`config.mk`:
```
export PLATFORM = sky130hd
export DESIGN_NAME = pipe_stage_reg
export DESIGN_NICKNAME = d
export VERILOG_FILES = /design/src/rtl/pipe_stage_reg.sv
export SDC_FILE = /design/constraint.sdc
export NUM_CORES = 1
export LEC_CHECK = 0
export CORE_MARGIN = 5
export CORE_UTILIZATION = 41
export CTS_CLUSTER_DIAMETER = 100
export DETAILED_ROUTE_END_ITERATION = 7
export GPL_TIMING_DRIVEN = 0
export PLACE_DENSITY = 0.66
export SLEW_MARGIN = 10
export SYNTH_ARGS = -nofsm -noshare
export SYNTH_HDL_FRONTEND = slang
export SYNTH_SLANG_ARGS = --single-unit
```
`constraint.sdc`:
```
create_clock -name clk -period 2.65 [get_ports clk]
set_clock_uncertainty 0.15 [all_clocks]
set_input_delay 0.6625 -clock clk [delete_from_list [all_inputs] [get_ports clk]]
set_output_delay 0.6625 -clock clk [all_outputs]
set_load 0.01 [all_outputs]
```
`src/rtl/pipe_stage_reg.sv`:
```
// Parametrised pipeline stage register: valid/ready handshake with a one-entry
// skid buffer, synchronous flush to a bubble, and a saturating stall counter.
module pipe_stage_reg #(
  parameter int                 DATA_W     = 62,
  parameter logic [DATA_W-1:0]  BUBBLE_VAL = '0,
  parameter int                 CNT_W      = 16
) (
  input  logic              clk,
  input  logic              rst,
  input  logic              in_valid,
  input  logic [DATA_W-1:0] in_data,
  output logic              in_ready,
  output logic              out_valid,
  output logic [DATA_W-1:0] out_data,
  input  logic              out_ready,
  input  logic              flush,
  input  logic              cnt_clr,
  output logic [CNT_W-1:0]  stall_cnt
);

  // Encoding is {skid_valid, main_valid}; 2'b10 never occurs.
  typedef enum logic [1:0] {
    EMPTY = 2'b00,
    FULL  = 2'b01,
    SKID  = 2'b11
  } state_t;

  state_t              state_q, state_d;
  logic [DATA_W-1:0]   main_data_q, main_data_d;
  logic [DATA_W-1:0]   skid_data_q, skid_data_d;
  logic [CNT_W-1:0]    cnt_q, cnt_d;
  logic                acc, drn;

  assign in_ready  = ~state_q[1];
  assign out_valid = state_q[0];
  assign out_data  = state_q[0] ? main_data_q : BUBBLE_VAL;
  assign stall_cnt = cnt_q;

  assign acc = in_valid & in_ready;
  assign drn = out_valid & out_ready;

  always_ff @(posedge clk or negedge rst) begin
    if (!rst) begin
      state_q     <= EMPTY;
      main_data_q <= BUBBLE_VAL;
      skid_data_q <= BUBBLE_VAL;
      cnt_q       <= '0;
    end else begin
      state_q     <= state_d;
      main_data_q <= main_data_d;
      skid_data_q <= skid_data_d;
      cnt_q       <= cnt_d;
    end
  end

  always_comb begin
    state_d     = state_q;
    main_data_d = main_data_q;
    skid_data_d = skid_data_q;
    case (state_q)
      EMPTY: begin
        if (acc) begin
          main_data_d = in_data;
          state_d     = FULL;
        end
      end
      FULL: begin
        if (acc && drn) begin
          main_data_d = in_data;
        end else if (drn) begin
          main_data_d = BUBBLE_VAL;
          state_d     = EMPTY;
        end else if (acc) begin
          skid_data_d = in_data;
          state_d     = SKID;
        end
      end
      SKID: begin
        if (drn) begin
          main_data_d = skid_data_q;
          skid_data_d = BUBBLE_VAL;
          state_d     = FULL;
        end
      end
      default: begin
        main_data_d = BUBBLE_VAL;
        skid_data_d = BUBBLE_VAL;
        state_d     = EMPTY;
      end
    endcase
    // A flush discards whatever was accepted this cycle as well as held beats.
    if (flush) begin
      main_data_d = BUBBLE_VAL;
      skid_data_d = BUBBLE_VAL;
      state_d     = EMPTY;
    end
  end

  always_comb begin
    cnt_d = cnt_q;
    if (cnt_clr) begin
      cnt_d = '0;
    end else if (out_valid && !out_ready && (cnt_q != {CNT_W{1'b1}})) begin
      cnt_d = cnt_q + 1'b1;
    end
  end

endmodule

```
======== Word level (Yosys, flattened, before mapping) ========
Cells that the tools add are included.
storage, ports and cells
  flip-flop bits (word level) ............. 142
  bits of input ports ..................... 68
  output and inout bits ................... 80
cells by class
  add/sub/neg operators ................... 1
  eq/ne operators ......................... 11
  muxes and demuxes ....................... 20
  bitwise operators ....................... 3
  reduce and logical (&&, ||, !) cells .... 9
operator list
  cell                     number
  $mux W62                 9
  $pmux W62 S3             2
  $mux W16                 2
  $add A16 B1 Y16 const B  1
  $ne A16 B16 Y1 const B   1
  $ne A3 B3 Y1 const B     5
  $mux W2                  6
  $ne A4 B4 Y1 const B     2
  $pmux W2 S3              1
  $reduce_and A5 Y1        1
  $reduce_and A4 Y1        1
  $logic_and A1 B1 Y1      3
  $reduce_and A3 Y1        1
  $and A1 B1 Y1            2
  $eq A2 B1 Y1 const B     1
  $eq A2 B2 Y1 const B     1
  $logic_not A2 Y1         1
  $ne A2 B2 Y1 const B     1
  $reduce_bool A2 Y1       1
  $logic_not A1 Y1         1
  $not A1 Y1               1

======== Longest topological paths before layout ========
Gate-level depths: netlist of run 1.
  depth after elaboration ................. 7
  depth in mapped cells ................... 8
  depth with buffers taken out ............ 6

======== Worst setup path before layout of run 1 ========
OpenSTA, ideal clock, no wires.
  path kind ............................... in2reg
  from .................................... input port out_ready
  to ...................................... register cnt_q[13] (netlist: stall_cnt[13])
  setup time .............................. 0.128 ns
  arrival ................................. 1.750 ns
  slack ................................... 0.623 ns
  stages .................................. 5
  path buffers ............................ 1
  cell sequence ........................... nand2b_1 -> or2_1 -> buf_2 -> nor4_2 -> mux2_1
on the way
  cells in the longest elaborated chain, start to end .. 4
ends and longest elaborated chain
  what                              RTL line  RTL
  start: declaration                15        input logic out_ready,
  $logic_not A1 Y1                  103       end else if (out_valid && !out_ready && (cnt_q != {CNT_W{1'b1}})) begin
  $logic_and A1 B1 Y1 (2 in a row)  103
  $reduce_bool A2 Y1 (no line)      --
  end signal: assignment            52        cnt_q <= cnt_d;
  end: declaration                  31        logic [CNT_W-1:0] cnt_q, cnt_d;
Every way passes these cells.
A chain may end at the register's enable or synchronous reset.

======== Worst setup path in the final report of run 1 ========
  from .................................... register state_q[0]
  to ...................................... output port out_data[7]
on the way
  cells in the longest elaborated chain, start to end .. 1
ends and longest elaborated chain
  what                      RTL line  RTL
  start: declaration        28        state_t state_q, state_d;
  start signal: assignment  49        state_q <= state_d;
  $mux W62                  36        assign out_data = state_q[0] ? main_data_q : BUBBLE_VAL;
  end: declaration          14        output logic [DATA_W-1:0] out_data,
Every way passes these cells.

==> results of run 1 <==
[cell usage in the layout, fill, tap and decap left out, types with 3 or more instances in the layout]
cell	count
dfrtp_1	141
clkdlybuf4s50_1	92
nand2_1	68
inv_1	66
mux2i_1	65
and2_1	62
a22oi_1	62
o2bb2ai_1	62
dlymetal6s2s_1	38
clkbuf_1	27
clkbuf_16	17
dlygate4sd2_1	15
nor2_1	14
nor2b_1	11
buf_4	8
clkbuf_8	6
buf_2	6
nand3_1	6
a21oi_1	5
mux2_4	5
ha_1	5
nand2b_1	4
nand4_1	4
mux2_1	4
a31oi_1	4
bufinv_16	4
clkinv_2	4
o21ai_1	3
a21oi_2	3
clkbuf_2	3
buf_6	3
a211oi_2	3
[registers in the layout (all words and copies together) (netlist names)]
register	cells
main_data_q	62
stall_cnt	16
state_q	2
skid_data_q	62
[worst max-delay path: cells and delay by family, from the launching register on]
family	cells	cell delay (ns)
and+or+nand+nor	1	0.13
buffers and inverters	3	0.85
DFF	1	0.39
[how the worst min path moves through the flow]
stage                         start  slack [ns]              end  cells after the start
floorplan                       rst        0.22   main_data_q[0]                      0
finish                          rst        0.07  main_data_q[17]                      1
global placement    main_data_q[38]        0.31  main_data_q[38]                      1
detailed placement  main_data_q[39]        0.32  main_data_q[39]                      1
global route                    rst        0.12  main_data_q[14]                      1
CTS                             rst        0.09  main_data_q[17]                      1
[cells by family (layout without fill, tap and decap cells)]
group / after synthesis / after routing / share of synthesized area, %
AOI/OAI and AO/OA: 156 / 156 / 17.6
and+or+nand+nor: 184 / 184 / 13.6
DFF: 142 / 142 / 50.2
buffers and inverters: 118 / 297 / 6.91
muxes: 74 / 74 / 10.9
adders and majority gates: 5 / 5 / 0.883
[metal layers]
layer	vias up	share of wire, %	track usage [%]
li1	2699	-	-
met1	2801	44	26.7
met2	182	48	31.2
met3	34	6.2	5.16
met4	0	2.0	7.63
met5	-	0	0
[layout make-up]
type,count,share of cell area [%]
Clock buffer,20,4.84
Tap cell,225,2.92
Buffer,52,3.13
Multi-Input combinational cell,419,31.6
Clock inverter,11,1.70
Sequential cell,142,36.9
Inverter,66,2.57
Timing Repair Buffer,148,16.3
[timing repair]
item	CTS	global route
pin swaps	0	0
hold endpoints to repair	0	0
cloned	0	0
setup endpoints to repair	122	94
setup buffers	1	0
gates resized for setup	37	45
[power by group through the flow]
stage | clock (W) | sequential (W) | combinational, W
floorplan | 0 | 0.00297 | 0.00190
global placement | 0 | 0.00306 | 0.00293
detailed placement | 0 | 0.00307 | 0.00302
CTS | 0.00261 | 0.00304 | 0.00311
global route | 0.00271 | 0.00311 | 0.00337
finish | 0.00258 | 0.00304 | 0.00306
[through the flow]
| stage | instance area, µm² | util (%) | std cells | worst slack (ns) |
|---|---|---|---|---|
| after floorplan | 7080 | - | 679 | 0.623 |
| after global placement | 8830 | 51.6 | 1050 | -4.86 |
| after detailed placement | 8860 | 51.7 | 1051 | -0.492 |
| after CTS | 9540 | 55.7 | 1083 | -0.00237 |
| after global routing | 9640 | 56.3 | 1083 | 0.00132 |
| final | 9640 | 56.3 | 1083 | 0.0549 |
==> results by group, run 1 <==
Status
  – Status: finished, final reports clean

Yosys
  – Yosys cell types: 45
  – Synth top area share: 50.2%
  – Synthesized area: 0.00708 mm²
  – Mapped Cells: 679
  – Synth top cells by count: dfrtp_1 (142), nand2_1 (68), inv_1 (66)
  – Synth area leader: dfrtp_1
  – Syn Nets: 752
  – Sequential fraction of the synthesis area: 50.2%
  – Top cells by area, synth: dfrtp_1 (50%), mux2i_1 (9.2%), o2bb2ai_1 (7.7%), a22oi_1 (6.6%), and2_1 (5.5%)
  – Syn_area_per_cell: 10.4 µm²
  – FF+latch count, synth: 142
  – FFs w/ async S/R, synth: 100%
  – Yosys warns: 0
  – Most frequent cell after synthesis: dfrtp_1
  – Most used flip-flop cell after synthesis: dfrtp_1
  – Number of flops mapped to enable cells by yosys: 0

Pwr
  – Leak pwr: 4.99 nW
  – Switching Share: 34.8%
  – Psw: 0.00302 W
  – Total power: 0.00867 W
  – P per Cell Area: 900 mW/mm²
  – Worst VDD drop: 0.486 mV
  – Logic pwr share: 35.2%
  – Clock Power Share: 29.7%
  – Reg power frac: a little over a third
  – Internal power: 0.00566 W

Floorplan
  – Initial core utilization: between 40% and 50%
  – Die area: ~0.02 mm²
  – # IOs: 148
  – Row count: between 40 and 50
  – Die height: 141 µm
  – Core area: about 0.017 mm²
  – Die W: 141 µm

Run
  – Max Cap Viol: 0

CTS
  – CTS Sinks: 142
  – Clk_lat worst skew: between 0.4 and 0.5 ns
  – Clk slew on worst S/H paths: 0.06 ns
  – Clk buf depth: 2
  – Hold buffer count at cts: 0
  – Number of buffers created by CTS: 17
  – CTS tree: yes
  – Clock tree root driver cell: clkbuf_16
  – # H-tree levels: 4

Placement
  – Port bufs: 146
  – Post-DP HPWL: 13.5 mm
  – Placer Congestion: 0.811

Worst setup path
  – FF-to-FF Start: state_q[0]
  – Worst setup path category: register to output port
  – CP Launch Type: register
  – Crit-path cells: buf_12, buf_4, and2_1, clkdlybuf4s50_1
  – FF-to-FF path depth: 8
  – Crit path to: out_data[7]
  – Worst R2R End: main_data_q[31]
  – Slowest stage cell, crit path: clkdlybuf4s50_1
  – Crit path DAT: ~1.8 ns
  – Worst setup path startpoint: state_q[0]
  – Critical Path Fanout Max: 10
  – CP max stage delay: about 0.53 ns
  – FF-to-FF setup slack: 0.21 ns
  – Crit end category: output port
  – Required time worst endpoint: ~1.8 ns

Timing
  – Unrepaired setup endpoints after global routing: false
  – Worst Tran Pin Value: approximately 0.6 ns
  – Setup TNS: 0 ns
  – Crit share post-route: a little over nine tenths
  – FMAX: 385 MHz
  – Hold Slack: 0.0749 ns
  – Setup violators final: 0
  – Fin. Hold Viols: 0
  – Rel. slew slack: 59.4%
  – Final min period: 2.60 ns
  – Max-slew violations: 0

Drt
  – Routed Antenna Nets: 0
  – Initial drt markers: 334
  – Remaining DRCs: 0
  – Via density: 5.28
  – Vias: around 5,700
  – Total iterations of the first detailed-routing run: 4
  – Wirelength, routed: 19.4 mm
  – WL per Instance: 17.9 µm

Final layout
  – Inserted Diodes: 0
  – Area of the multi-input gates: 0.00305 mm²
  – Layout cells sized above 1: 8.74%
  – Register area: between 0.003 and 0.004 mm²
  – # fillers: 1,489
  – Nets: 919
  – Area grow syn2layout: 36.1%

GRT
  – First-pass GRT wire length: 31.8 mm
  – Largest net degree at the start of global routing: 80
  – GRT Overall Usage: approximately 20%
  – Number of global-route vias before repair: just over 6,000
  – Initial antenna violation count: 0
  – GR Overflow Total: 0

Min path
  – Hold Path Class: primary input to async pin
(Power assumes the default switching activity.)
==> inputs of run 2 (changes only) <==
--- a/config.mk
+++ b/config.mk
@@ -5,12 +5,13 @@
 export SDC_FILE = /design/constraint.sdc
 export NUM_CORES = 1
 export LEC_CHECK = 0
+export ABC_AREA = 1
 export CORE_MARGIN = 5
 export CORE_UTILIZATION = 41
 export CTS_CLUSTER_DIAMETER = 100
 export DETAILED_ROUTE_END_ITERATION = 7
 export GPL_TIMING_DRIVEN = 0
-export PLACE_DENSITY = 0.66
+export PLACE_DENSITY = 0.65
 export SLEW_MARGIN = 10
 export SYNTH_ARGS = -nofsm -noshare
 export SYNTH_HDL_FRONTEND = slang
==> constraint.sdc (replaced) <==
create_clock -name clk -period 2.5 [get_ports clk]
set_clock_uncertainty 0.15 [all_clocks]
set_input_delay 0.625 -clock clk [delete_from_list [all_inputs] [get_ports clk]]
set_output_delay 0.625 -clock clk [all_outputs]
set_load 0.01 [all_outputs]
==> results by group, run 2 <==
Floorplan
  – Initial core utilization: 41.4% (about the same)
  – Core area: 0.0193 mm² (+13%)
  – Row count: 51 (+6.3%)
  – Die area: 0.0223 mm² (+12%)
  – Die height: 149 µm (+5.6%)
  – Die W: 149 µm (+5.6%)
  – # IOs: 148 (unchanged)

Pwr
  – Internal power: 0.00605 W (+7.0%)
  – Logic pwr share: 41.0% (+5.8 points)
  – Reg power frac: 32.6% (-2.4 points)
  – Clock Power Share: 26.4% (-3.3 points)
  – P per Cell Area: 952 mW/mm² (+5.8%)
  – Leak pwr: 5.84 nW (+17%)
  – Worst VDD drop: 0.527 mV (+8.4%)
  – Psw: 0.00396 W (+31%)
  – Switching Share: 39.6% (+4.8 points)

Drt
  – WL per Instance: 14.8 µm (-18%)
  – Total iterations of the first detailed-routing run: 5 (+1)
  – Initial drt markers: 561 (+68%)
  – Remaining DRCs: 0 (unchanged)
  – Via density: 4.99 (-5.4%)
  – Routed Antenna Nets: 0 (unchanged)
  – Vias: 7,921 (+39%)
  – Wirelength, routed: 23.4 mm (+20%)

Final layout
  – Layout cells sized above 1: 7.57% (-1.2 points)
  – Commonest non-fill, non-tap cell in the layout: nand2_1
  – Area of the multi-input gates: 0.00371 mm² (+22%)
  – Inserted Diodes: 0 (unchanged)
  – Layout Cells excl Fill: 1,586 (+46%)
  – Area grow syn2layout: 32.0%
  – Commonest non-fill, non-tap cells in the layout: nand2_1 (437), nand3_1 (259), dfrtp_1 (141)
  – Register area: 0.00355 mm² (unchanged)
  – # fillers: 1,957 (+31%)
  – Nets: 1,382 (+50%)

Yosys
  – Number of flops mapped to enable cells by yosys: 0 (unchanged)
  – Synthesized area: 0.00797 mm² (+13%)
  – Compound-gate portion of the synthesized area: 4.68% (-13 points)
  – FF+latch count, synth: 142 (unchanged)
  – Mapped Cells: 1,139 (+68%)
  – Syn_area_per_cell: 7.00 µm² (-33%)
  – Sequential fraction of the synthesis area: 44.6% (-5.6 points)
  – Multiplexer share of the synthesized area: 0% (-11 points)
  – Most frequent cell after synthesis: nand2_1
  – Yosys cell types: 24 (-47%)
  – Yosys warns: 0 (unchanged)
  – Most used flip-flop cell after synthesis: dfrtp_1
  – Synth area leader: dfrtp_1
  – Syn Nets: 1,212 (+61%)
  – FFs w/ async S/R, synth: 100% (unchanged)
  – Largest family of logic cells by synthesized area: simple AND/OR/NAND/NOR gates
  – Simple-gate share of the synthesized area: 40.7% (+27 points)
  – Synth top cells by count: nand2_1 (439), nand3_1 (259), dfrtp_1 (142)
  – Top cells by area, synth: dfrtp_1 (45%), nand2_1 (21%), nand3_1 (16%), o21ai_1 (3.9%), inv_1 (3.5%)
  – Synth Area in XOR/XNOR: 0.330% (+0.33 points)
  – Synth top area share: 44.6% (-5.6 points)
  – Synth Area in Adders: 0.785% (-0.098 points)

CTS
  – Number of buffers created by CTS: 17 (unchanged)
  – Clk buf depth: 2 (unchanged)
  – Clk slew on worst S/H paths: 0.06 ns (about the same)
  – CTS tree: yes
  – Clock tree root driver cell: clkbuf_16
  – Hold buffer count at cts: 0 (unchanged)
  – Clk_lat worst skew: 0.42 ns (about the same)
  – CTS Sinks: 142 (unchanged)
  – # H-tree levels: 4 (unchanged)

GRT
  – GR Overflow Total: 0 (unchanged)
  – Top Usage Layer GRT: met2
  – Global Route met2 Usage: 34.4% (+3.2 points)
  – Number of global-route vias before repair: 7,486 (+23%)
  – Routing usage on met1: 28.3% (+1.6 points)
  – First-pass GRT wire length: 37.9 mm (+19%)
  – Initial antenna violation count: 1 (+1)
  – GR Layer Usage met3: 3.94% (-1.2 points)
  – Largest net degree at the start of global routing: 76 (-5.0%)
  – GRT Overall Usage: 21.1% (+1.2 points)

Timing
  – Final min period: 2.48 ns
  – Setup violators final: 0 (unchanged)
  – Worst Tran Pin Value: 0.590 ns (-0.0187 ns)
  – Crit share post-route: just under 100%
  – Fin. Hold Viols: 5 (+5)
  – Rel. slew slack: 60.6% (+1.2 points)
  – Unrepaired setup endpoints after global routing: true
  – Max-slew violations: 0 (unchanged)
  – Hold Slack: -0.00529 ns (-0.0802 ns)
  – FMAX: ~400 MHz

Worst setup path
  – Required time worst endpoint: 1.73 ns (-0.11 ns)
  – Worst setup path category: register to output port
  – CP Launch Type: register
  – Crit end category: output port
  – Crit path DAT: 1.71 ns (-0.07 ns)
  – FF-to-FF path depth: 10 (+2)
  – Critical Path Fanout Max: 10 (unchanged)

Placement
  – Port bufs: 147 (+0.68%)
  – Post-placement cell count: 1,552 (+48%)
  – Placer Congestion: 0.854 (+5.3%)
  – Post-DP HPWL: 16.3 mm (+20%)

Min path
  – Hold Path Class: primary input to async pin

Status
  – Status: finished with violations
  – Failing checks: negative hold slack

Run
  – Max Cap Viol: 0 (unchanged)
run 2: changes by cell type in the layout (fill, tap and decap cells not counted), moves of 12 or more:
cell / change
o21ai_1: +59
buf_2: +19
nand3_1: +253
o2bb2ai_1: -62
and2_1: -62
dlygate4sd2_1: +21
mux2i_1: -65
clkbuf_1: +12
nand2_1: +369
a22oi_1: -62
dlymetal6s2s_1: -17
run 2: per-stage QoR:
step           TNS (ns)  cell area [µm²]  total power, W  setup slack (ns)  util (%)
2_1_floorplan         0             7970         0.00580             0.610         -
3_3_place_gp    -763.56             9770         0.00730             -5.25      50.7
3_5_place_dp     -21.11             9810         0.00736            -0.279      50.9
4_1_cts           -1.50            10400          0.0101           -0.0772      54.2
5_1_grt         -0.0881            10500          0.0107           -0.0666      54.6
6_report              0            10500          0.0100            0.0192      54.6
run 2: power groups by stage:
stage               sequential [W]  clock (W)  combinational [W]
floorplan                  0.00322          0            0.00258
global placement           0.00329          0            0.00401
detailed placement         0.00330          0            0.00407
CTS                        0.00327    0.00269            0.00411
global route               0.00336    0.00279            0.00458
finish                     0.00327    0.00264            0.00410
run 2: timing repair:
action / 4_1_cts / 5_1_grt
setup buffers: 1 / 2
setup endpoints to repair: 105 / 67
pin swaps: 0 / 0
resized for setup: 59 / 31
run 2: layout make-up:
type	instances	area share [%]
sequential	142	33.8
multi-input combinational	831	35.3
clock inverter	5	0.975
clock buffer	26	4.84
buffer	82	4.43
tap	265	3.15
inverter	84	3.00
timing repair buffer	151	14.6
run 2: final timing paths:
kind | from | to | slack, ns
worst min register to register | main_data_q[30] | main_data_q[30] | 0.33
worst max register to register | state_q[0] | main_data_q[55] | 0.18
max in group asynchronous | rst | state_q[0] | 1.42
worst min-delay path | rst | stall_cnt[3] | -0.005
min in group clk | main_data_q[30] | main_data_q[30] | 0.33
worst max-delay path | state_q[0] | out_data[55] | 0.02
run 2: layer usage:
metal  up-vias  wire length, µm
met5         -               20
met4         2              474
met3        33             1320
met2       256            11100
met1      3627            10500
li1       4003                -
run 2: logic make-up after synthesis:
| group | Yosys count |
|---|---|
| buf+inv | 166 |
| simple gates | 751 |
| flops | 142 |
| xor+xnor | 3 |
| compound gates | 72 |
| fa+ha+maj | 5 |
run 2: worst max-delay path: stages (launching register included):
cell	delay, ns
dfrtp_2	0.39
buf_12	0.15
buf_6	0.13
nand2_1	0.05
inv_1	0.04
clkdlybuf4s50_1	0.52
==> inputs of run 3 (changes only) <==
--- a/config.mk
+++ b/config.mk
@@ -12,7 +12,6 @@
 export DETAILED_ROUTE_END_ITERATION = 7
 export GPL_TIMING_DRIVEN = 0
 export PLACE_DENSITY = 0.65
-export SLEW_MARGIN = 10
 export SYNTH_ARGS = -nofsm -noshare
 export SYNTH_HDL_FRONTEND = slang
 export SYNTH_SLANG_ARGS = --single-unit
==> results by group, run 3 (same netlist as run 2, synthesis figures left out) <==
Floorplan
  – Initial core utilization: 41.4% (unchanged)
  – Row count: 51 (unchanged)
  – Die area: 0.0223 mm² (unchanged)
  – Die height: 149 µm (unchanged)
  – Die W: 149 µm (unchanged)
  – # IOs: 148 (unchanged)
  – Core area: 0.0193 mm² (unchanged)

CTS
  – # H-tree levels: 4 (unchanged)
  – CTS Sinks: 142 (unchanged)
  – Clk_lat worst skew: 0.42 ns (about the same)
  – Number of buffers created by CTS: 17 (unchanged)
  – Clock tree root driver cell: clkbuf_16
  – CTS tree: yes
  – Clk buf depth: 2 (unchanged)
  – Clk slew on worst S/H paths: 0.06 ns (about the same)

Pwr
  – P per Cell Area: 961 mW/mm² (+0.98%)
  – Psw: 0.00395 W (-0.34%)
  – Switching Share: 39.4% (-0.20 points)
  – Reg power frac: 32.6% (about the same)
  – Logic pwr share: 40.3% (-0.7 points)
  – Leak pwr: 5.58 nW (-4.5%)
  – Clock Power Share: 27.1% (+0.7 points)
  – Worst VDD drop: 0.530 mV (+0.60%)
  – Internal power: 0.00608 W (+0.48%)

GRT
  – Initial antenna violation count: 1 (unchanged)
  – First-pass GRT wire length: 38.0 mm (+0.22%)
  – Largest net degree at the start of global routing: 76 (unchanged)
  – GR Overflow Total: 0 (unchanged)
  – Number of global-route vias before repair: 7,551 (+0.87%)
  – GRT Overall Usage: 21.0% (-0.041 points)

Worst setup path
  – CP max stage delay: 0.53 ns (about the same)
  – Crit path DAT: 1.66 ns (-0.05 ns)
  – Crit end category: output port
  – Critical Path Fanout Max: 10 (unchanged)
  – CP top delay family: buffers and inverters
  – Required time worst endpoint: 1.73 ns (about the same)
  – CP Launch Type: register
  – CP bufs+invs: 3 (-1)
  – Slowest stage cell, crit path: clkdlybuf4s50_1
  – Crit-path cells: buf_12, nand2_1, inv_1, clkdlybuf4s50_1
  – Worst setup path category: register to output port

Timing
  – Setup TNS: 0 ns (unchanged)
  – Max-slew violations: 0 (unchanged)
  – Final min period: 2.43 ns (-0.0496 ns)
  – Worst Tran Pin Value: 0.652 ns (+0.0614 ns)
  – Crit share post-route: 97.2% (-2.0 points)
  – Hold Slack: 0.0594 ns (+0.0647 ns)
  – Unrepaired setup endpoints after global routing: false
  – Setup violators final: 0 (unchanged)
  – Rel. slew slack: 56.6% (-4.0 points)
  – Fin. Hold Viols: 0 (-5)
  – FMAX: 411 MHz (+2.0%)

Min path
  – Hold Path Class: primary input to async pin

Final layout
  – Inserted Diodes: 0 (unchanged)
  – Nets: 1,380 (-0.14%)
  – Commonest non-fill, non-tap cells in the layout: nand2_1 (439), nand3_1 (259), dfrtp_1 (141)
  – Layout Cells excl Fill: 1,583 (-0.19%)
  – Layout cells sized above 1: 7.21% (-0.36 points)
  – Commonest non-fill, non-tap cell in the layout: nand2_1
  – Area grow syn2layout: 31.0%

Drt
  – Remaining DRCs: 0 (unchanged)
  – WL per Instance: 14.7 µm (about the same)
  – Via density: 5.02 (+0.61%)
  – Wirelength, routed: 23.3 mm (-0.26%)
  – Vias: 7,954 (+0.42%)
  – Total iterations of the first detailed-routing run: 5 (unchanged)
  – Routed Antenna Nets: 0 (unchanged)
  – Initial drt markers: 551 (-1.8%)

Placement
  – Port bufs: 147 (unchanged)
  – Placer Congestion: 0.854 (unchanged)
  – Post-placement cell count: 1,552 (unchanged)
  – Post-DP HPWL: 16.3 mm (+0.43%)

Run
  – Max Cap Viol: 0 (unchanged)

Status
  – Status: finished, final reports clean
[run 3: cell types whose count changed in the layout (fill, tap and decap cells not counted), sizes merged]
cell | previous run | this run
dlygate4sd2 | 36 | 59
dlymetal6s2s | 21 | 1
bufinv | 3 | 4
clkdlybuf4s15 | 3 | 0
clkbuf | 65 | 66
clkinvlp | 1 | 0
buf | 48 | 44
[run 3: final timing paths]
path	from	endpoint	slack (ns)	cells past startpoint
setup / recovery	state_q[0]	out_data[0]	0.07	4
hold / removal	rst	stall_cnt[7]	0.06	1
setup reg to reg	state_q[0]	main_data_q[55]	0.16	10
hold reg to reg	main_data_q[16]	main_data_q[16]	0.33	2
max in group asynchronous	rst	state_q[0]	1.31	2
min in group clk	main_data_q[16]	main_data_q[16]	0.33	2
[run 3: timing repair]
action | in CTS | in global routing
hold buffers | 0 | 0
gates resized for setup | 81 | 2
setup buffers | 1 | 0
endpoints found under the setup margin | 122 | 61
[run 3: layout make-up]
class | count | area, µm²
fill | 1972 | 8830
multi-input combinational | 831 | 3710
sequential | 142 | 3550
timing repair buffer | 149 | 1440
clock buffer | 25 | 495
buffer | 82 | 472
tap | 265 | 332
inverter | 84 | 315
clock inverter | 5 | 129
[run 3: metal layers]
layer  share of wire, %  global-route usage, %  vias to the layer above
met5              0.073                      0                        -
met4                2.1                   7.87                        2
met3                6.1                   4.18                       35
met2                 47                   34.0                      250
met1                 44                   28.1                     3666
li1                   -                      -                     4001
[run 3: through the flow]
stage                     area, µm²  power, W  setup WS (ns)  utilization, %
final                         10400    0.0100         0.0689            54.2
after global placement         9770   0.00730          -5.25            50.7
after CTS                     10400    0.0101        -0.0528            54.1
after floorplan                7970   0.00580          0.610               -
after detailed placement       9800   0.00737         -0.314            50.9
after global routing          10400    0.0107         0.0167            54.2
[run 3: power groups by stage]
stage	combinational, W	sequential, W	clock [W]
final	0.00405	0.00327	0.00272
after CTS	0.00408	0.00327	0.00274
after global placement	0.00401	0.00329	0
after floorplan	0.00258	0.00322	0
after global routing	0.00453	0.00335	0.00285
after detailed placement	0.00407	0.00330	0
